<file path="config.mk">
export PLATFORM = sky130hd
export DESIGN_NAME = decode_stage_flat
export DESIGN_NICKNAME = d
export VERILOG_FILES = /design/src/rtl/arm_pkg.sv /design/src/rtl/decode_stage_if.sv /design/src/rtl/reg_file.sv /design/src/rtl/decode_stage.sv /design/src/flat_wrapper.sv
export SDC_FILE = /design/constraint.sdc
export NUM_CORES = 2
export LEC_CHECK = 0
export CORE_MARGIN = 5
export CORE_UTILIZATION = 54
export CTS_CLUSTER_SIZE = 12
export DETAILED_ROUTE_END_ITERATION = 16
export PLACE_DENSITY = 0.82
export SLEW_MARGIN = 10
export SYNTH_ARGS = -nofsm -noshare
export SYNTH_HDL_FRONTEND = slang
export SYNTH_SLANG_ARGS = --single-unit
</file>
<file path="constraint.sdc">
create_clock -name clk -period 41 [get_ports clk]
set_clock_uncertainty 0.1 [all_clocks]
set_input_delay 12.3 -clock clk [delete_from_list [all_inputs] [get_ports clk]]
set_output_delay 12.3 -clock clk [all_outputs]
set_load 0.03 [all_outputs]
</file>
<file path="src/rtl/arm_pkg.sv">
// Shared ARM decode constants: instruction field positions, opcode, condition and
// ALU command encodings, the ID/EX bundle type and the condition evaluator.
package arm_pkg;

  localparam int unsigned DW   = 32;
  localparam int unsigned NREG = 15;

  // Instruction field positions
  localparam int unsigned CondMsb   = 31;
  localparam int unsigned CondLsb   = 28;
  localparam int unsigned ModeMsb   = 27;
  localparam int unsigned ModeLsb   = 26;
  localparam int unsigned IBit      = 25;
  localparam int unsigned OpMsb     = 24;
  localparam int unsigned OpLsb     = 21;
  localparam int unsigned SBit      = 20;
  localparam int unsigned RnMsb     = 19;
  localparam int unsigned RnLsb     = 16;
  localparam int unsigned RdMsb     = 15;
  localparam int unsigned RdLsb     = 12;
  localparam int unsigned RmMsb     = 3;
  localparam int unsigned RmLsb     = 0;

  // Instruction classes (mode field)
  localparam logic [1:0] ModeDp    = 2'b00;
  localparam logic [1:0] ModeMem   = 2'b01;
  localparam logic [1:0] ModeBr    = 2'b10;

  // Data-processing opcodes
  localparam logic [3:0] OpAnd = 4'b0000;
  localparam logic [3:0] OpEor = 4'b0001;
  localparam logic [3:0] OpSub = 4'b0010;
  localparam logic [3:0] OpAdd = 4'b0100;
  localparam logic [3:0] OpAdc = 4'b0101;
  localparam logic [3:0] OpSbc = 4'b0110;
  localparam logic [3:0] OpTst = 4'b1000;
  localparam logic [3:0] OpCmp = 4'b1010;
  localparam logic [3:0] OpOrr = 4'b1100;
  localparam logic [3:0] OpMov = 4'b1101;
  localparam logic [3:0] OpMvn = 4'b1111;

  // ALU commands
  localparam logic [3:0] ExeNop = 4'b0000;
  localparam logic [3:0] ExeMov = 4'b0001;
  localparam logic [3:0] ExeAdd = 4'b0010;
  localparam logic [3:0] ExeAdc = 4'b0011;
  localparam logic [3:0] ExeSub = 4'b0100;
  localparam logic [3:0] ExeSbc = 4'b0101;
  localparam logic [3:0] ExeAnd = 4'b0110;
  localparam logic [3:0] ExeOrr = 4'b0111;
  localparam logic [3:0] ExeEor = 4'b1000;
  localparam logic [3:0] ExeMvn = 4'b1001;

  // Condition codes
  localparam logic [3:0] CondEq = 4'b0000;
  localparam logic [3:0] CondNe = 4'b0001;
  localparam logic [3:0] CondCs = 4'b0010;
  localparam logic [3:0] CondCc = 4'b0011;
  localparam logic [3:0] CondMi = 4'b0100;
  localparam logic [3:0] CondPl = 4'b0101;
  localparam logic [3:0] CondVs = 4'b0110;
  localparam logic [3:0] CondVc = 4'b0111;
  localparam logic [3:0] CondHi = 4'b1000;
  localparam logic [3:0] CondLs = 4'b1001;
  localparam logic [3:0] CondGe = 4'b1010;
  localparam logic [3:0] CondLt = 4'b1011;
  localparam logic [3:0] CondGt = 4'b1100;
  localparam logic [3:0] CondLe = 4'b1101;
  localparam logic [3:0] CondAl = 4'b1110;

  typedef struct packed {
    logic [DW-1:0] pc;
    logic [DW-1:0] val_rn;
    logic [DW-1:0] val_rm;
    logic [11:0]   shift_operand;
    logic          imm;
    logic [23:0]   signed_imm_24;
    logic [3:0]    dest;
    logic [3:0]    exe_cmd;
    logic          mem_r_en;
    logic          mem_w_en;
    logic          wb_en;
    logic          b;
    logic          s;
  } idex_t;

  // Evaluate a condition field against {N,Z,C,V}; 1111 never executes.
  function automatic logic cond_pass(input logic [3:0] cond, input logic [3:0] nzcv);
    logic n, z, c, v, pass;
    {n, z, c, v} = nzcv;
    case (cond)
      CondEq:  pass = z;
      CondNe:  pass = ~z;
      CondCs:  pass = c;
      CondCc:  pass = ~c;
      CondMi:  pass = n;
      CondPl:  pass = ~n;
      CondVs:  pass = v;
      CondVc:  pass = ~v;
      CondHi:  pass = c & ~z;
      CondLs:  pass = ~c | z;
      CondGe:  pass = (n == v);
      CondLt:  pass = (n != v);
      CondGt:  pass = ~z & (n == v);
      CondLe:  pass = z | (n != v);
      CondAl:  pass = 1'b1;
      default: pass = 1'b0;
    endcase
    return pass;
  endfunction

endpackage

</file>
<file path="src/rtl/decode_stage_if.sv">
// ID stage bus: IF/ID inputs, WB write port, hazard-unit taps and the ID/EX bundle.
interface decode_stage_if;
  import arm_pkg::*;

  logic          freeze;
  logic          flush;
  logic          hazard;
  logic [DW-1:0] pc_in;
  logic [DW-1:0] instr_in;
  logic [3:0]    status_in;
  logic          wb_en_in;
  logic [3:0]    wb_dest;
  logic [DW-1:0] wb_value;

  logic [3:0]    src1;
  logic [3:0]    src2;
  logic          two_src;

  logic [DW-1:0] pc_out;
  logic [DW-1:0] val_rn;
  logic [DW-1:0] val_rm;
  logic [11:0]   shift_operand;
  logic          imm;
  logic [23:0]   signed_imm_24;
  logic [3:0]    dest;
  logic [3:0]    exe_cmd;
  logic          mem_r_en;
  logic          mem_w_en;
  logic          wb_en;
  logic          b;
  logic          s;

  // Driver side (pipeline front end / bench)
  modport master (
    output freeze, flush, hazard, pc_in, instr_in, status_in, wb_en_in, wb_dest, wb_value,
    input  src1, src2, two_src, pc_out, val_rn, val_rm, shift_operand, imm, signed_imm_24,
           dest, exe_cmd, mem_r_en, mem_w_en, wb_en, b, s
  );

  // Decode stage side
  modport slave (
    input  freeze, flush, hazard, pc_in, instr_in, status_in, wb_en_in, wb_dest, wb_value,
    output src1, src2, two_src, pc_out, val_rn, val_rm, shift_operand, imm, signed_imm_24,
           dest, exe_cmd, mem_r_en, mem_w_en, wb_en, b, s
  );
endinterface

</file>
<file path="src/rtl/reg_file.sv">
// 15x32 architectural register file, one write port and two combinational read
// ports with write-through; address 15 always reads 0.
module reg_file
  import arm_pkg::*;
(
  input  logic          clk,
  input  logic          rst,
  input  logic          we_i,
  input  logic [3:0]    waddr_i,
  input  logic [DW-1:0] wdata_i,
  input  logic [3:0]    raddr1_i,
  input  logic [3:0]    raddr2_i,
  output logic [DW-1:0] rdata1_o,
  output logic [DW-1:0] rdata2_o
);

  logic [DW-1:0] regs_q [NREG];

  // Write port; R15 is not stored here
  always_ff @(posedge clk or posedge rst) begin
    if (rst) begin
      for (int i = 0; i < NREG; i++) regs_q[i] <= '0;
    end else if (we_i && waddr_i != 4'hF) begin
      regs_q[waddr_i] <= wdata_i;
    end
  end

  // Same-cycle WB data bypasses the array so ID sees it immediately
  function automatic logic [DW-1:0] read_port(input logic [3:0] addr);
    logic [DW-1:0] data;
    if (addr == 4'hF)                      data = '0;
    else if (we_i && addr == waddr_i)      data = wdata_i;
    else                                   data = regs_q[addr];
    return data;
  endfunction

  // Combinational read ports
  always_comb begin
    rdata1_o = read_port(raddr1_i);
    rdata2_o = read_port(raddr2_i);
  end

endmodule

</file>
<file path="src/rtl/decode_stage.sv">
// ARM ID stage: control decode, condition check, register read and the ID/EX
// pipeline register feeding EXE.
module decode_stage
  import arm_pkg::*;
(
  input  logic          clk,
  input  logic          rst,
  decode_stage_if.slave id_if
);

  logic [3:0]    cond, opcode, rn, rd, rm;
  logic [1:0]    mode;
  logic          i_bit, s_bit;
  logic [3:0]    exe_cmd_raw;
  logic          mem_r_raw, mem_w_raw, wb_raw, b_raw, s_raw;
  logic          kill;
  logic [DW-1:0] rn_val, rm_val;
  idex_t         load, idex_d, idex_q;
  logic          flush_pend_d, flush_pend_q;

  assign cond   = id_if.instr_in[CondMsb:CondLsb];
  assign mode   = id_if.instr_in[ModeMsb:ModeLsb];
  assign i_bit  = id_if.instr_in[IBit];
  assign opcode = id_if.instr_in[OpMsb:OpLsb];
  assign s_bit  = id_if.instr_in[SBit];
  assign rn     = id_if.instr_in[RnMsb:RnLsb];
  assign rd     = id_if.instr_in[RdMsb:RdLsb];
  assign rm     = id_if.instr_in[RmMsb:RmLsb];

  // Raw control decode, before condition/hazard masking
  always_comb begin
    exe_cmd_raw = ExeNop;
    mem_r_raw   = 1'b0;
    mem_w_raw   = 1'b0;
    wb_raw      = 1'b0;
    b_raw       = 1'b0;
    s_raw       = 1'b0;
    unique case (mode)
      ModeDp: begin
        s_raw  = s_bit;
        wb_raw = 1'b1;
        case (opcode)
          OpMov:   exe_cmd_raw = ExeMov;
          OpMvn:   exe_cmd_raw = ExeMvn;
          OpAdd:   exe_cmd_raw = ExeAdd;
          OpAdc:   exe_cmd_raw = ExeAdc;
          OpSub:   exe_cmd_raw = ExeSub;
          OpSbc:   exe_cmd_raw = ExeSbc;
          OpAnd:   exe_cmd_raw = ExeAnd;
          OpOrr:   exe_cmd_raw = ExeOrr;
          OpEor:   exe_cmd_raw = ExeEor;
          OpCmp: begin
            exe_cmd_raw = ExeSub;
            wb_raw      = 1'b0;
          end
          OpTst: begin
            exe_cmd_raw = ExeAnd;
            wb_raw      = 1'b0;
          end
          default: exe_cmd_raw = ExeNop;
        endcase
      end
      ModeMem: begin
        exe_cmd_raw = ExeAdd;
        if (s_bit) begin
          mem_r_raw = 1'b1;
          wb_raw    = 1'b1;
        end else begin
          mem_w_raw = 1'b1;
        end
      end
      ModeBr:  b_raw = 1'b1;
      default: ;
    endcase
  end

  // Hazard-unit taps use the unmasked decode; masking them would create a loop
  assign id_if.src1    = rn;
  assign id_if.src2    = mem_w_raw ? rd : rm;
  assign id_if.two_src = ~i_bit | mem_w_raw;

  assign kill = id_if.hazard | ~cond_pass(cond, id_if.status_in);

  reg_file u_reg_file (
    .clk      (clk),
    .rst      (rst),
    .we_i     (id_if.wb_en_in),
    .waddr_i  (id_if.wb_dest),
    .wdata_i  (id_if.wb_value),
    .raddr1_i (rn),
    .raddr2_i (id_if.src2),
    .rdata1_o (rn_val),
    .rdata2_o (rm_val)
  );

  // Bundle that a normal (unfrozen, unflushed) edge loads
  always_comb begin
    load               = '0;
    load.pc            = id_if.pc_in;
    load.val_rn        = rn_val;
    load.val_rm        = rm_val;
    load.shift_operand = id_if.instr_in[11:0];
    load.imm           = i_bit;
    load.signed_imm_24 = id_if.instr_in[23:0];
    load.dest          = rd;
    if (!kill) begin
      load.exe_cmd  = exe_cmd_raw;
      load.mem_r_en = mem_r_raw;
      load.mem_w_en = mem_w_raw;
      load.wb_en    = wb_raw;
      load.b        = b_raw;
      load.s        = s_raw;
    end
  end

  // Freeze holds; a flush seen while frozen is remembered until the first free edge
  always_comb begin
    idex_d       = idex_q;
    flush_pend_d = flush_pend_q;
    if (id_if.freeze) begin
      flush_pend_d = flush_pend_q | id_if.flush;
    end else begin
      flush_pend_d = 1'b0;
      idex_d       = (id_if.flush || flush_pend_q) ? '0 : load;
    end
  end

  // ID/EX pipeline register
  always_ff @(posedge clk or posedge rst) begin
    if (rst) begin
      idex_q       <= '0;
      flush_pend_q <= 1'b0;
    end else begin
      idex_q       <= idex_d;
      flush_pend_q <= flush_pend_d;
    end
  end

  assign id_if.pc_out        = idex_q.pc;
  assign id_if.val_rn        = idex_q.val_rn;
  assign id_if.val_rm        = idex_q.val_rm;
  assign id_if.shift_operand = idex_q.shift_operand;
  assign id_if.imm           = idex_q.imm;
  assign id_if.signed_imm_24 = idex_q.signed_imm_24;
  assign id_if.dest          = idex_q.dest;
  assign id_if.exe_cmd       = idex_q.exe_cmd;
  assign id_if.mem_r_en      = idex_q.mem_r_en;
  assign id_if.mem_w_en      = idex_q.mem_w_en;
  assign id_if.wb_en         = idex_q.wb_en;
  assign id_if.b             = idex_q.b;
  assign id_if.s             = idex_q.s;

endmodule

</file>
<file path="src/flat_wrapper.sv">
// flat-port wrapper written by rule: the top's interface ports become plain ports
module decode_stage_flat import arm_pkg::*;
  (clk, rst, id_if_freeze, id_if_flush, id_if_hazard, id_if_pc_in, id_if_instr_in, id_if_status_in, id_if_wb_en_in, id_if_wb_dest, id_if_wb_value, id_if_src1, id_if_src2, id_if_two_src, id_if_pc_out, id_if_val_rn, id_if_val_rm, id_if_shift_operand, id_if_imm, id_if_signed_imm_24, id_if_dest, id_if_exe_cmd, id_if_mem_r_en, id_if_mem_w_en, id_if_wb_en, id_if_b, id_if_s);
  decode_stage_if id_if_i ();
  input  logic clk;
  input  logic rst;
  input wire logic [$bits(id_if_i.freeze)-1:0] id_if_freeze;
  input wire logic [$bits(id_if_i.flush)-1:0] id_if_flush;
  input wire logic [$bits(id_if_i.hazard)-1:0] id_if_hazard;
  input wire logic [$bits(id_if_i.pc_in)-1:0] id_if_pc_in;
  input wire logic [$bits(id_if_i.instr_in)-1:0] id_if_instr_in;
  input wire logic [$bits(id_if_i.status_in)-1:0] id_if_status_in;
  input wire logic [$bits(id_if_i.wb_en_in)-1:0] id_if_wb_en_in;
  input wire logic [$bits(id_if_i.wb_dest)-1:0] id_if_wb_dest;
  input wire logic [$bits(id_if_i.wb_value)-1:0] id_if_wb_value;
  output wire logic [$bits(id_if_i.src1)-1:0] id_if_src1;
  output wire logic [$bits(id_if_i.src2)-1:0] id_if_src2;
  output wire logic [$bits(id_if_i.two_src)-1:0] id_if_two_src;
  output wire logic [$bits(id_if_i.pc_out)-1:0] id_if_pc_out;
  output wire logic [$bits(id_if_i.val_rn)-1:0] id_if_val_rn;
  output wire logic [$bits(id_if_i.val_rm)-1:0] id_if_val_rm;
  output wire logic [$bits(id_if_i.shift_operand)-1:0] id_if_shift_operand;
  output wire logic [$bits(id_if_i.imm)-1:0] id_if_imm;
  output wire logic [$bits(id_if_i.signed_imm_24)-1:0] id_if_signed_imm_24;
  output wire logic [$bits(id_if_i.dest)-1:0] id_if_dest;
  output wire logic [$bits(id_if_i.exe_cmd)-1:0] id_if_exe_cmd;
  output wire logic [$bits(id_if_i.mem_r_en)-1:0] id_if_mem_r_en;
  output wire logic [$bits(id_if_i.mem_w_en)-1:0] id_if_mem_w_en;
  output wire logic [$bits(id_if_i.wb_en)-1:0] id_if_wb_en;
  output wire logic [$bits(id_if_i.b)-1:0] id_if_b;
  output wire logic [$bits(id_if_i.s)-1:0] id_if_s;
  assign id_if_i.freeze = id_if_freeze;
  assign id_if_i.flush = id_if_flush;
  assign id_if_i.hazard = id_if_hazard;
  assign id_if_i.pc_in = id_if_pc_in;
  assign id_if_i.instr_in = id_if_instr_in;
  assign id_if_i.status_in = id_if_status_in;
  assign id_if_i.wb_en_in = id_if_wb_en_in;
  assign id_if_i.wb_dest = id_if_wb_dest;
  assign id_if_i.wb_value = id_if_wb_value;
  assign id_if_src1 = id_if_i.src1;
  assign id_if_src2 = id_if_i.src2;
  assign id_if_two_src = id_if_i.two_src;
  assign id_if_pc_out = id_if_i.pc_out;
  assign id_if_val_rn = id_if_i.val_rn;
  assign id_if_val_rm = id_if_i.val_rm;
  assign id_if_shift_operand = id_if_i.shift_operand;
  assign id_if_imm = id_if_i.imm;
  assign id_if_signed_imm_24 = id_if_i.signed_imm_24;
  assign id_if_dest = id_if_i.dest;
  assign id_if_exe_cmd = id_if_i.exe_cmd;
  assign id_if_mem_r_en = id_if_i.mem_r_en;
  assign id_if_mem_w_en = id_if_i.mem_w_en;
  assign id_if_wb_en = id_if_i.wb_en;
  assign id_if_b = id_if_i.b;
  assign id_if_s = id_if_i.s;
  decode_stage u_core (.clk(clk), .rst(rst), .id_if(id_if_i));
endmodule
</file>
==> impl_metrics.tcl <==
set metrics [dict create \
    drive_above_1_share_pct 32.7 \
    r2r_cells 5 \
    fin_ws_ps 13330 \
    htreeDepth 3 \
    synth_top_area_cell "dfrtp_1" \
    dr.pass1.iters 6 \
    grt_usage_pct 29.9 \
    r2r-start "u_core.flush_pend_q$_DFF_PP0_" \
    io_buffers 264 \
    yosysMostFrequentCell "dfrtp_1" \
    cap_violations 0 \
    synth_top_family_by_area "multiplexers" \
    synth_commonest_cells "dfrtp_1, mux2_2, mux2i_1" \
    core_area_um2 59000 \
    hold-worst-slack_ps 393 \
    async_flop_share_pct 100 \
    seq_power_share_pct 45.3 \
    critPathCaptureType "output port" \
    wl_per_cell_um 29.2 \
    period_needed_ps 27670 \
    grt_pass1_vias 23984 \
    ios 265 \
    synth_edf_count 0 \
    p_comb_share_pct 23.7 \
    vias 23123 \
    pwr-share-clk_pct 31.0 \
    syn2layout_area_growth_pct 15.6 \
    gr-total-overflow 0 \
    hold_depth 2 \
    cts.sinks 611 \
    synthSimpleGateAreaFrac_pct 3.49 \
    synthDistinctLibCells 59 \
    fin_nets 2643 \
    syn_nets 2509 \
    synthMuxAreaShare_pct 37.2 \
    synth-adder-area-share_pct 0 \
    leakage_uw 0.0157 \
    holdCritStartpoint "u_core.id_if.s$_DFFE_PP0N_" \
    worstSkewPairLatency_ps 630 \
    reg2reg_slack_ps 37600 \
    hold_end "u_core.id_if.s$_DFFE_PP0N_" \
    hold_buffers 0 \
    grt_max_degree 134 \
    reg2reg_to "u_core.id_if.val_rm[16]$_DFFE_PP0N_" \
    switching_share_pct 29.5 \
    path_class "input pin to output port" \
    grt_pass1_wl_um 149000 \
    p_per_area_nw_per_um2 49.2 \
    cts.clk_slew.worst_paths_ps 60 \
    final_antenna_net_count 0 \
    cts-root-buf "clkbuf_16" \
    syn_inst 2399 \
    cts-resized-gates 0 \
    crit_start "id_if_instr_in[26]" \
    synth_seq_cells 611 \
    die_h_um 254 \
    worstMarginPinSlew_ps 1300 \
    yosysSeqAreaShare_pct 47.5 \
    antenna_found_initial 1 \
    hold_viol 0 \
    rsz0062_at_grt "false" \
    wirelength_um 97600 \
    slew-limit-headroom_pct 13.1 \
    synth_top_area_share_pct 47.5 \
    p_int_uw 1290 \
    critPathArrivalTime_ps 15270 \
    dp_slack_ps 13430 \
    netlist_area_um2 32200 \
    dpl.hpwl_um 59000 \
    crit_required_ps 28600 \
    synth_flop_cell "dfrtp_1" \
    fmax_ghz 0.0361 \
    post-route-drc-count 0 \
    clock_path_buffers 3 \
    cts_tree "done" \
    setup_viol 0 \
    initial_core_util_pct 54.6 \
    worstPathMaxFanout 26 \
    worst_ir_drop_vdd_mv 0.0320 \
    cts_setup_buffers 0 \
    cts_buffers 66 \
    hold_path.class "flip-flop to flip-flop" \
    cp-start-kind "input pin" \
    gp_congestion 0.861 \
    drv_slew 0 \
    synth_xor_area_share_pct 0.245 \
    syn_area_per_cell_um2 13.4 \
    viasPerCell 6.91 \
    die_w_um 254 \
    synth_compound_area_share_pct 8.01 \
    yosys_warnings 0 \
    die-area_um2 64600 \
    power_switching_uw 540 \
    status "finished clean" \
    row_count 89 \
    min_period_over_period_pct 67.5 \
    synthTopCellsByArea "dfrtp_1, mux2_2, mux4_2" \
    tns_ps 0 \
    drt-initial-drc-count 2625 \
    nFillCells 4232 \
]
[through the flow]
stage / power (µW) / instance area (µm²) / utilization [%] / cells
3_3_place_gp: 1230 / 35200 / 59.7 / 3238
4_1_cts: 1830 / 37200 / 63.1 / 3346
6_report: 1830 / 37200 / 63.1 / 3347
2_1_floorplan: 1130 / 32200 / - / 2399
3_5_place_dp: 1260 / 35200 / 59.7 / 3238
5_1_grt: 1910 / 37200 / 63.1 / 3347
[routing by layer]
| metal | track usage, % | part of all wire, % | wire [µm] |
|---|---|---|---|
| met5 | 0 | 0 | 0 |
| met4 | 12.7 | 4.5 | 4370 |
| met3 | 6.88 | 10 | 10100 |
| met2 | 47.5 | 47 | 46000 |
| met1 | 40.0 | 38 | 37100 |
[worst max path at each step]
stage / to / cells after the start
2_1_floorplan: u_core.flush_pend_q$_DFF_PP0_ / 1
3_3_place_gp: id_if_src2[1] / 6
3_5_place_dp: id_if_src2[1] / 6
4_1_cts: id_if_src2[1] / 6
5_1_grt: id_if_src2[1] / 6
6_report: id_if_src2[1] / 6
[layout make-up]
type	instances	area, µm²	share of cell area (%)
antenna	1	2.50	0.00672
clock inverter	14	110	0.296
timing repair buffer	318	3020	8.10
tap	773	967	2.60
inverter	11	48.8	0.131
multi-input combinational	1525	15900	42.7
sequential	611	15300	41.1
clock buffer	94	1910	5.12
[placed cells by master, fill, tap and decap left out, drive strengths merged, types with 3 or more instances in the layout]
cell	Yosys	layout
mux2	481	481
xor2	4	4
mux2i	240	240
nand2	79	79
dfrtp	611	611
inv	11	15
o21ai	124	124
clkinv	0	9
clkdlybuf4s50	0	255
a21oi	54	54
nand3	7	7
mux4	184	184
nor2	30	30
nor3	47	47
nor3b	3	3
a211oi	15	15
o22ai	50	50
or3	3	3
nand4	3	3
xnor2	5	5
a22oi	33	33
nor2b	35	35
nand2b	11	11
a22o	57	57
buf	102	62
o31ai	4	4
a221o	32	32
clkbuf	150	95
[power by group through the flow]
stage                     registers, µW  logic, µW  clock network [µW]
after CTS                           824        434                 572
after global routing                842        465                 599
after detailed placement            833        430                   0
final                               830        435                 568
after floorplan                     824        301                   0
after global placement              819        415                   0
[cell families (layout without fill, tap and decap cells)]
| kind of cell | Yosys count | after routing |
|---|---|---|
| buffers and inverters | 263 | 437 |
| muxes | 905 | 905 |
| and+or+nand+nor | 228 | 228 |
| DFF | 611 | 611 |
| AOI/OAI and AO/OA | 383 | 383 |
| xor gates and xnor gates | 9 | 9 |
| other | 0 | 1 |
[flip-flops by register name, summed over array words and instances (netlist names)]
name,cells
u_core.flush_pend_q,1
u_core.id_if.mem_r_en,1
u_core.id_if.val_rm,32
u_core.id_if.wb_en,1
u_core.id_if.imm,1
u_core.id_if.pc_out,32
u_core.id_if.exe_cmd,4
u_core.u_reg_file.regs_q,480
u_core.id_if.val_rn,32
u_core.id_if.b,1
u_core.id_if.s,1
u_core.id_if.signed_imm_24,21
u_core.id_if.mem_w_en,1
u_core.id_if.dest,3
[worst max-delay path, cell delays in order]
cell and delay (ps):
clkdlybuf4s50_1 650, or3b_1 450, buf_4 290, mux2i_4 280
inv_2 450, clkdlybuf4s50_1 820
No activity file was read; power rests on OpenSTA's default activity.
